`src/rtl/instr_fetch_queue.sv`:
```
// Instruction fetch stage: issues single outstanding word fetches and buffers
// responses with their PCs in a prefetch FIFO presented over valid/ready.
module instr_fetch_queue #(
  parameter int unsigned       ADDR_W     = 16,
  parameter int unsigned       DATA_W     = 16,
  parameter int unsigned       DEPTH      = 4,
  parameter logic [ADDR_W-1:0] RESET_PC   = '0,
  parameter logic [DATA_W-1:0] HALT_INSTR = DATA_W'(16'hF000)
) (
  input  logic              clk,
  input  logic              rst,
  output logic              imem_req,
  output logic [ADDR_W-1:0] imem_addr,
  input  logic              imem_rvalid,
  input  logic [DATA_W-1:0] imem_rdata,
  input  logic              redirect,
  input  logic [ADDR_W-1:0] redirect_pc,
  output logic              out_valid,
  output logic [DATA_W-1:0] out_instr,
  output logic [ADDR_W-1:0] out_pc,
  input  logic              out_ready,
  output logic              halted
);

  localparam int unsigned      PTR_W   = (DEPTH > 1) ? $clog2(DEPTH) : 1;
  localparam int unsigned      CNT_W   = PTR_W + 1;
  localparam logic [CNT_W-1:0] DEPTH_C = CNT_W'(DEPTH);

  logic [ADDR_W-1:0] pc_q, pc_d, addr_q, addr_d;
  logic              req_q, req_d, outst_q, outst_d, stale_q, stale_d;
  logic              stop_q, stop_d, halted_q, halted_d;
  logic [PTR_W-1:0]  rd_q, rd_d, wr_q, wr_d;
  logic [CNT_W-1:0]  cnt_q, cnt_d;
  logic [DATA_W-1:0] fifo_instr_q [DEPTH];
  logic [ADDR_W-1:0] fifo_pc_q    [DEPTH];
  logic              pop, push, resp, issue, redir, halt_pop, flush;

  assign imem_req  = req_q;
  assign imem_addr = addr_q;
  assign halted    = halted_q;
  assign out_valid = (cnt_q != '0) && !halted_q;
  assign out_instr = out_valid ? fifo_instr_q[rd_q] : '0;
  assign out_pc    = out_valid ? fifo_pc_q[rd_q]    : '0;

  always_comb begin
    redir    = redirect && !halted_q;
    pop      = out_valid && out_ready;
    halt_pop = pop && (fifo_instr_q[rd_q] == HALT_INSTR);
    resp     = imem_rvalid && outst_q;
    flush    = redir || halt_pop || halted_q;
    push     = resp && !stale_q && !flush;
    issue    = !outst_q && !stop_q && !halted_q && (cnt_q < DEPTH_C) && !redirect;

    pc_d     = pc_q;
    addr_d   = addr_q;
    req_d    = issue;
    outst_d  = outst_q;
    stale_d  = stale_q;
    stop_d   = stop_q;
    halted_d = halted_q || halt_pop;
    rd_d     = rd_q;
    wr_d     = wr_q;
    cnt_d    = cnt_q;

    if (issue) begin
      addr_d  = pc_q;
      pc_d    = pc_q + ADDR_W'(1);
      outst_d = 1'b1;
    end
    if (resp) begin
      outst_d = 1'b0;
      stale_d = 1'b0;
    end
    if (push && (imem_rdata == HALT_INSTR)) stop_d = 1'b1;

    // A response landing in the redirect cycle is dropped outright, so stale
    // only marks a request that is still in flight after this edge.
    if (redir) begin
      pc_d    = redirect_pc;
      stop_d  = 1'b0;
      stale_d = outst_q && !imem_rvalid;
    end

    if (flush) begin
      rd_d  = '0;
      wr_d  = '0;
      cnt_d = '0;
    end else begin
      if (push) wr_d = wr_q + PTR_W'(1);
      if (pop)  rd_d = rd_q + PTR_W'(1);
      case ({push, pop})
        2'b10:   cnt_d = cnt_q + CNT_W'(1);
        2'b01:   cnt_d = cnt_q - CNT_W'(1);
        default: cnt_d = cnt_q;
      endcase
    end
  end

  always_ff @(posedge clk or posedge rst) begin
    if (rst) begin
      pc_q     <= RESET_PC;
      addr_q   <= RESET_PC;
      req_q    <= 1'b0;
      outst_q  <= 1'b0;
      stale_q  <= 1'b0;
      stop_q   <= 1'b0;
      halted_q <= 1'b0;
      rd_q     <= '0;
      wr_q     <= '0;
      cnt_q    <= '0;
    end else begin
      pc_q     <= pc_d;
      addr_q   <= addr_d;
      req_q    <= req_d;
      outst_q  <= outst_d;
      stale_q  <= stale_d;
      stop_q   <= stop_d;
      halted_q <= halted_d;
      rd_q     <= rd_d;
      wr_q     <= wr_d;
      cnt_q    <= cnt_d;
    end
  end

  // addr_q still holds the address of the single outstanding request.
  always_ff @(posedge clk) begin
    if (push) begin
      fifo_instr_q[wr_q] <= imem_rdata;
      fifo_pc_q[wr_q]    <= addr_q;
    end
  end

endmodule

```
`config.mk`:
```
export PLATFORM = sky130hd
export DESIGN_NAME = instr_fetch_queue
export DESIGN_NICKNAME = d
export VERILOG_FILES = /design/src/rtl/instr_fetch_queue.sv
export SDC_FILE = /design/constraint.sdc
export NUM_CORES = 1
export LEC_CHECK = 0
export ABC_AREA = 0
export ABC_CLOCK_PERIOD_IN_PS = 5600
export BUFFER_PORTS_ARGS = -buffer_cell sky130_fd_sc_hd__clkbuf_2
export CORE_UTILIZATION = 25
export CTS_CLUSTER_DIAMETER = 50
export DETAILED_ROUTE_END_ITERATION = 10
export GPL_TIMING_DRIVEN = 0
export SLEW_MARGIN = 25
export SYNTH_ARGS = -nofsm -noshare
export SYNTH_HDL_FRONTEND = slang
export SYNTH_SLANG_ARGS = --single-unit
```
`constraint.sdc`:
```
create_clock -name clk -period 5.6 [get_ports clk]
set_input_delay 1.12 -clock clk [delete_from_list [all_inputs] [get_ports clk]]
set_output_delay 1.12 -clock clk [all_outputs]
set_load 0.02 [all_outputs]
```
* Word-level counts from Yosys, hierarchy flattened
Memories as Yosys holds them, arrays and structs flattened.
Cells that the tools add are included.
** Word-level totals
- Register bits :: 44
- Bits in latches :: 0
- Bits in writable memories :: 128
- Memory bits (read-only) :: 0
- Bits of input ports :: 37
- Output and inout port bits :: 51
- Memories kept :: 2
** Memory list
- fifo_instr_q :: words 4, width 16, read ports 1, clocked after Yosys merged registers in 0, write ports 1, line 34 : logic [DATA_W-1:0] fifo_instr_q [DEPTH];
- fifo_pc_q :: words 4, width 16, read ports 1, clocked after Yosys merged registers in 0, write ports 1, line 35 : logic [ADDR_W-1:0] fifo_pc_q [DEPTH];
** Cells by class
- Add/subtract/negate cells :: 5
- Multipliers :: 0
- Divide/modulo/power cells :: 0
- Order comparisons :: 1
- Eq/ne operators :: 4
- Shift-type cells :: 0
- Multiplexer cells :: 18
- Bitwise operators :: 0
- Reduce and logical (&&, ||, !) cells :: 31
** Operator list (count)
- 16-bit 2-to-1 mux :: 4
- 16-bit == test, second input constant :: 2
- 16-bit by 1-bit adder with 16-bit output, second input constant :: 1
- 1-bit logical AND :: 13
- 2-bit nonzero test :: 6
- 1-bit 2-to-1 mux :: 8
- 2-bit 2-to-1 mux :: 4
- 1-bit logical NOT :: 7
- 3-bit one-hot mux with 2 select lines :: 1
- 3-bit nonzero test :: 2
- 2-bit by 1-bit adder with 2-bit output, second input constant :: 2
- 3-bit by 1-bit adder with 3-bit output, second input constant :: 1
- 1-bit logical OR :: 3
- 3-bit less-than comparator, second input constant :: 1
- 3-bit 2-to-1 mux :: 1
- 3-bit by 1-bit subtractor with 3-bit output, second input constant :: 1
- 2-bit by 1-bit == test with 1-bit output, second input constant :: 1
- 2-bit == test, second input constant :: 1

* Depth between registers and ports, before layout
Gate-level depths: netlist of the first run.
- Word-level depth :: 11
- Gate-level depth with buffers :: 12

* Worst setup path after synthesis of the first run
No wires, ideal clock.
- Path type :: in2reg
- Start :: input port redirect
- End :: memory fifo_instr_q[0][0] (enable)
- Setup time :: 396 ps
- Arrival :: 2595 ps
- Required time :: 5204 ps
- Slack :: 2609 ps
- Stages on the path :: 4
- Path through :: or2_1 > o21bai_2 > buf_6 > nor2_2
** On the way
- Longest elaborated chain between the ends :: 7
** Ends and longest elaborated chain
- start: declaration :: line 16 : input logic redirect,
- 1-bit logical AND :: line 46 : redir = redirect && !halted_q;
- 1-bit logical OR (2 in a row) :: line 50 : flush = redir || halt_pop || halted_q;
- 1-bit logical NOT :: line 51 : push = resp && !stale_q && !flush;
- 1-bit logical AND :: line 51
- 1-bit 2-to-1 mux :: line 127 : if (push) begin
- 1-bit 2-to-1 mux (implied by the code) :: line 128 : fifo_instr_q[wr_q] <= imem_rdata;
- end: declaration :: line 34
No other way between the ends.

* Worst setup path in the final report of the first run
- Start :: register rd_q[1]
- End :: output port out_pc[14]
** On the way
- Longest elaborated chain between the ends :: 2
** Ends and longest elaborated chain
- start: declaration :: line 32 : logic [PTR_W-1:0] rd_q, rd_d, wr_q, wr_d;
- start signal: assignment :: line 119 : rd_q <= rd_d;
- memory read 4 x 16 bit
- 16-bit 2-to-1 mux :: line 43 : assign out_pc = out_valid ? fifo_pc_q[rd_q] : '0;
- end: declaration :: line 20 : output logic [ADDR_W-1:0] out_pc,
No other way between the ends.

==> metrics.md, run 1 <==
| Metric | Value |
|---|---|
| Initial core utilization | `0.255` |
| Ports | `88` |
| Later-pin clock latency in the skew report | `0.42 ns` |
| Power Internal | `2.83 mW` |
| Commonest cells after routing, fill and taps aside | `edfxtp_1, clkbuf_2, nand2_1` |
| Final WS setup | `1.54 ns` |
| RD Place Congestion | `0.721` |
| Metal2 WL | `7650 µm` |
| Sequential area share after synthesis | `0.694` |
| H-tree depth | `4` |
| Cell count after synthesis | `457` |
| IO Port Bufs | `87` |
| CTS Root Cell | `clkbuf_16` |
| Layout area overhead | `23.1%` |
| Critical path required time | `4.48 ns` |
| Die W | `171 µm` |
| Largest net degree at the start of global routing | `29` |
| DP Cell Count | `927` |
| Layout Cells excl Fill | `959` |
| Cts hold-fix bufs | `0` |
| Pre-Repair DR Iteration Count | `4` |
| Post-route antenna net violation count | `0` |
| # rows | `61` |
| Post-layout instance area | `0.00877 mm²` |
| Synthesis warning total | `0` |
| DRT met1 WL | `7300 µm` |
| TritonCTS Buffers | `17` |
| Met3 WL post-DR | `871 µm` |
| Outcome | `finished, final reports clean` |
| Diodes inserted | `0` |
| PostCTS Resize Cnt | `0` |
| Final wirelength | `16000 µm` |
| Crit Path Max Fanout | `10` |
| Die height | `171 µm` |
| DP HPWL | `11400 µm` |
| Max Fclk | `246 MHz` |
| Final setup viols | `0` |
| Synth Flop Type | `edfxtp_1` |
| Seq pwr share | `0.402` |
| MaxCap Viol Count | `0` |
| Fraction of layout cells with a size suffix above 1 | `0.305` |
| Type of element capturing the critical path | `output port` |
| Clk network pwr share | `0.272` |
| Final hold vios | `0` |
| Net Sw Power | `1.49 mW` |
| Min Tclk post-route | `4.06 ns` |
| Crit Path Class | `reg2out` |
| Initial antenna violation count | `0` |
| Final Max Slew Viols | `0` |
| Cell Area, Placed | `0.00817 mm²` |
| CP arrival | `2.94 ns` |
| Hold WC Path Type | `reg2reg` |
| Via density | `4.28` |
| Grt ovf | `0` |
| Normalized max-slew margin | `0.525` |
| Async set-or-reset flop fraction in the synthesized netlist | `0.256` |
| DRC | `0` |
| Logic pwr share | `0.326` |
| Via count | `4103` |
| Routed len/inst | `16.6 µm` |
| Clock Skews | `0.0162 ns` |
| Fillers | `2798` |
| Min Hold Slack | `0.495 ns` |
| Layout Nets | `611` |
| Sw frac | `0.345` |
| Worst-Margin Slew | `0.712 ns` |
| Worst slack, placed | `1.93 ns` |
| Crit path launch type | `flip-flop` |
| Unrepaired setup endpoints after global routing | `false` |
| Leakage Power | `3.20 nW` |
| Post-Syn Area per Cell | `15.6 µm²` |
| Setup Fix Bufs, Post-CTS | `0` |
| Setup_tns | `0 ns` |
| Vias in the first global route | `4164` |
| Die ar. | `0.0292 mm²` |
| Total core area | `0.0279 mm²` |
| CTS Buffer Depth | `2` |
| EDFF count, synth | `128` |
| Gr usage total | `0.115` |
| Final worst-path cycle share | `0.725` |
| Most common cell after layout, fill and taps aside | `edfxtp_1` |
| Drt initial violations | `220` |
| Clk pin slew, worst setup/hold paths | `0.06 ns` |
| Distinct cells, synth | `49` |
| Worst VDD drop | `0.000233 V` |
| Clk sink count | `172` |
| First-pass GRT wire length | `24600 µm` |
| #FFs+latches synth | `172` |
| Mapped Nets | `500` |
| P per Cell Area | `493 mW/mm²` |
| Max Used Layer | `met4` |
| Synthesized cell area | `0.00712 mm²` |
| CTS tree | `done` |
synth_stat cells (3+ instances only):
| library cell | n | area (µm²) |
|---|---|---|
| a21oi_1 | 5 | 25.0 |
| a31oi_1 | 5 | 31.3 |
| and2_1 | 37 | 231 |
| and3_1 | 3 | 18.8 |
| buf_2 | 4 | 20.0 |
| clkbuf_1 | 14 | 52.6 |
| dfrtp_1 | 44 | 1100 |
| edfxtp_1 | 128 | 3840 |
| ha_1 | 5 | 62.6 |
| inv_1 | 7 | 26.3 |
| mux2i_1 | 3 | 30.0 |
| mux4_2 | 32 | 721 |
| nand2_1 | 73 | 274 |
| nand3_1 | 5 | 25.0 |
| nor2_1 | 12 | 45.0 |
| nor2_2 | 10 | 62.6 |
| nor3_1 | 5 | 25.0 |
| nor4_1 | 3 | 18.8 |
| o211ai_1 | 3 | 22.5 |
| o21ai_1 | 10 | 50.1 |
| o311ai_1 | 6 | 52.6 |
| o31ai_1 | 3 | 22.5 |
| xnor2_1 | 3 | 26.3 |
| xor2_1 | 3 | 26.3 |
layer usage:
| metal | vias up | GRT usage |
|---|---|---|
| met5 | - | 0 |
| li1 | 1940 | - |
| met4 | 0 | 0.0360 |
| met2 | 92 | 0.181 |
| met3 | 4 | 0.0340 |
| met1 | 2067 | 0.152 |
worst max-delay path: stages (launching register included):
cell,delay (ns)
dfrtp_1,0.32
clkbuf_1,0.31
clkbuf_1,0.53
clkbuf_1,0.61
mux4_2,0.40
and2_1,0.19
clkbuf_2,0.16
through the flow:
stage               utilization  power, mW
CTS                       0.314       4.40
global route              0.314       4.57
finish                    0.314       4.33
detailed placement        0.293       3.21
global placement          0.287       3.18
floorplan                     -       2.69
sequential cells by signal, indices dropped and copies added, names as in the netlist:
| signal | flops |
|---|---|
| rd_q | 2 |
| fifo_instr_q | 64 |
| wr_q | 2 |
| fifo_pc_q | 64 |
| pc_q | 16 |
| cnt_q | 3 |
| outst_q | 1 |
| imem_addr | 16 |
| imem_req | 1 |
| stop_q | 1 |
| stale_q | 1 |
| halted | 1 |
kinds of logic (layout without fill, tap and decap cells):
logic type,after synthesis,after routing,share of synthesized area
multiplexers,35,35,0.105
AO/OA/AOI/OAI,40,40,0.0371
XOR/XNOR,6,6,0.00738
adder cells (fa/ha/maj),6,6,0.0116
buffers and inverters,29,153,0.0206
AND/OR/NAND/NOR,169,169,0.124
flip-flops,172,172,0.694
power by group through the flow:
stage / combinational [mW] / sequential, mW / clock, mW
after floorplan: 0.904 / 1.78 / 0
after global placement: 1.42 / 1.76 / 0
after detailed placement: 1.44 / 1.76 / 0
after CTS: 1.45 / 1.74 / 1.21
after global routing: 1.55 / 1.76 / 1.25
final: 1.41 / 1.74 / 1.18
final timing paths:
kind                          start             to  slack [ns]  cells past startpoint
min in group asynchronous       rst   imem_addr[9]        0.67                      2
max in group asynchronous       rst  imem_addr[11]        4.43                      3
setup / recovery            rd_q[1]     out_pc[14]        1.54                      6
hold reg to reg            pc_q[15]  imem_addr[15]        0.50                      2
hold / removal             pc_q[15]  imem_addr[15]        0.50                      2
setup reg to reg            rd_q[1]       cnt_q[2]        2.39                     12
area by class of cell:
cell class | count | area, µm² | share of cell area
inverters | 8 | 31.3 | 0.00357
well taps | 378 | 473 | 0.0539
multi-input cells | 256 | 2050 | 0.234
plain buffers | 21 | 115 | 0.0131
flip-flops and latches | 172 | 4940 | 0.564
clock buffers | 18 | 429 | 0.0489
clock inverters | 14 | 168 | 0.0191
repair buffers | 92 | 558 | 0.0636
Power figures use the tool's default switching activity.
==> run 2: changes to the inputs <==
--- a/config.mk
+++ b/config.mk
@@ -6,7 +6,7 @@
 export NUM_CORES = 1
 export LEC_CHECK = 0
 export ABC_AREA = 0
-export ABC_CLOCK_PERIOD_IN_PS = 5600
+export ABC_CLOCK_PERIOD_IN_PS = 3300
 export BUFFER_PORTS_ARGS = -buffer_cell sky130_fd_sc_hd__clkbuf_2
 export CORE_UTILIZATION = 25
 export CTS_CLUSTER_DIAMETER = 50
==> constraint.sdc (replaced) <==
create_clock -name clk -period 3.3 [get_ports clk]
set_input_delay 0.66 -clock clk [delete_from_list [all_inputs] [get_ports clk]]
set_output_delay 0.66 -clock clk [all_outputs]
set_load 0.02 [all_outputs]
==> metrics.md, run 2 (synthesis gave the netlist of run 1 again) <==
| Metric | Value |
|---|---|
| Outcome | `finished, final reports clean` |
| Worst-Margin Slew | `0.707 ns` |
| Final hold vios | `0` |
| Gr usage total | `0.115` |
| Unrepaired setup endpoints after global routing | `false` |
| Area of the multi-input gates | `0.00205 mm²` |
| Initial core utilization | `0.255` |
| Die height | `171 µm` |
| Slowest CP cell | `mux4_2` |
| CTS tree | `done` |
| Layout Nets | `610` |
| DP HPWL | `11400 µm` |
| Final worst-path cycle share | `0.953` |
| RD Place Congestion | `0.721` |
| Min Tclk post-route | `3.15 ns` |
| Pre-Repair DR Iteration Count | `4` |
| Crit path launch type | `flip-flop` |
| MaxCap Viol Count | `0` |
| Diodes inserted | `0` |
| Post-Route Utilization | `0.314` |
| Commonest cells after routing, fill and taps aside | `edfxtp_1, clkbuf_2, nand2_1` |
| Crit Path Class | `reg2out` |
| Critical path required time | `2.64 ns` |
| CTS Root Cell | `clkbuf_16` |
| Final Max Slew Viols | `0` |
| WP buf/inv | `4` |
| Clock Skews | `0.0125 ns` |
| Routed len/inst | `16.7 µm` |
| Worst VDD drop | `0.000396 V` |
| Fillers | `2795` |
| Ports | `88` |
| Layout area overhead | `23.2%` |
| DRC | `0` |
| Largest regs | `fifo_instr_q x64, fifo_pc_q x64` |
| P per Cell Area | `838 mW/mm²` |
| Final wirelength | `16000 µm` |
| Vias in the first global route | `4167` |
| Total core area | `0.0279 mm²` |
| # rows | `61` |
| Initial antenna violation count | `0` |
| TritonCTS Buffers | `17` |
| CP cell instances | `buf_6 > buf_2 > buf_4 > mux4_2 > and2_1 > clkbuf_2` |
| Via count | `4127` |
| CP arrival | `2.49 ns` |
| H-tree depth | `4` |
| Setup Fix Bufs, Post-CTS | `0` |
| Drt initial violations | `220` |
| Hold WC Path Type | `in2async` |
| Final total power | `7.35 mW` |
| Final setup viols | `0` |
| Fraction of layout cells with a size suffix above 1 | `0.309` |
| CTS Buffer Depth | `2` |
| First-pass GRT wire length | `24600 µm` |
| Type of element capturing the critical path | `output port` |
| IO Port Bufs | `87` |
| Normalized max-slew margin | `0.527` |
| Die W | `171 µm` |
| Post-route antenna net violation count | `0` |
| Slowest stage delay, CP | `0.52 ns` |
| Clk sink count | `172` |
| Clk pin slew, worst setup/hold paths | `0.07 ns` |
| Leakage Power | `3.20 nW` |
| Seq. cell area | `0.00494 mm²` |
| Crit Path Max Fanout | `10` |
| Delay-heaviest family, CP | `buffers and inverters` |
| Grt ovf | `0` |
| Largest net degree at the start of global routing | `29` |
| Later-pin clock latency in the skew report | `0.42 ns` |
| Max Fclk | `318 MHz` |
| Most common cell after layout, fill and taps aside | `edfxtp_1` |
| Die ar. | `0.0292 mm²` |
| Via density | `4.31` |
[run 2: changes by cell type in the layout (fill, tap and decap cells not counted), sizes merged]
| cell | delta |
|---|---|
| buf | -1 |
[run 2: routing by layer]
layer | share of wire | up-vias | wire [µm] | global-route usage
li1 | - | 1939 | - | -
met1 | 0.46 | 2083 | 7340 | 0.152
met2 | 0.48 | 100 | 7670 | 0.181
met3 | 0.055 | 5 | 876 | 0.0340
met4 | 0.0083 | 0 | 133 | 0.0360
met5 | 0 | - | 0 | 0
[run 2: report_power, final]
part           switching, mW  internal [mW]
logic                   1.46          0.934
clock network          0.809           1.19
registers              0.268           2.69
[run 2: path summary, 6_finish.rpt]
path / start / end / slack (ns) / cells past startpoint
setup / recovery: rd_q[0] / out_pc[13] / 0.15 / 6
hold / removal: rst / imem_addr[9] / 0.22 / 2
setup reg to reg: rd_q[0] / cnt_q[2] / 0.23 / 12
hold reg to reg: pc_q[15] / imem_addr[15] / 0.49 / 2
max in group asynchronous: rst / imem_addr[3] / 2.59 / 3
min in group clk: redirect_pc[1] / pc_q[1] / 0.46 / 3
[run 2: timing repair]
item,in CTS,in global routing
hold buffers,0,0
resized for setup,3,1
setup endpoints to repair,9,4
[run 2: final cells by class]
cell class / instances / share of cell area
plain buffers: 20 / 0.0136
clock buffers: 18 / 0.0489
clock inverters: 14 / 0.0191
inverters: 8 / 0.00357
multi-input cells: 256 / 0.234
flip-flops and latches: 172 / 0.564
well taps: 378 / 0.0539
repair buffers: 92 / 0.0636
[run 2: stage by stage]
stage	cell area (µm²)	hold slack [ns]	setup TNS, ns	setup slack, ns	std cells
2_1_floorplan	7120	0.440	0	0.444	457
5_1_grt	8770	0.236	0	0.00657	958
4_1_cts	8770	0.214	0	0.0785	959
3_3_place_gp	8030	0.476	-81.78	-0.665	922
6_report	8770	0.217	0	0.154	958
3_5_place_dp	8170	0.478	0	0.0941	927
[run 2: worst reg2reg max path, stage by stage, from the launching register on]
cell and delay (ns):
dfrtp_1 0.34, buf_6 0.16, buf_2 0.36, mux4_2 0.57, nor3_1 0.34, nand2_1 0.16, o21bai_2 0.22, o21a_1 0.16
fa_1 0.18, nor2_1 0.05, mux2i_1 0.18, xor2_1 0.20, nor2_2 0.05
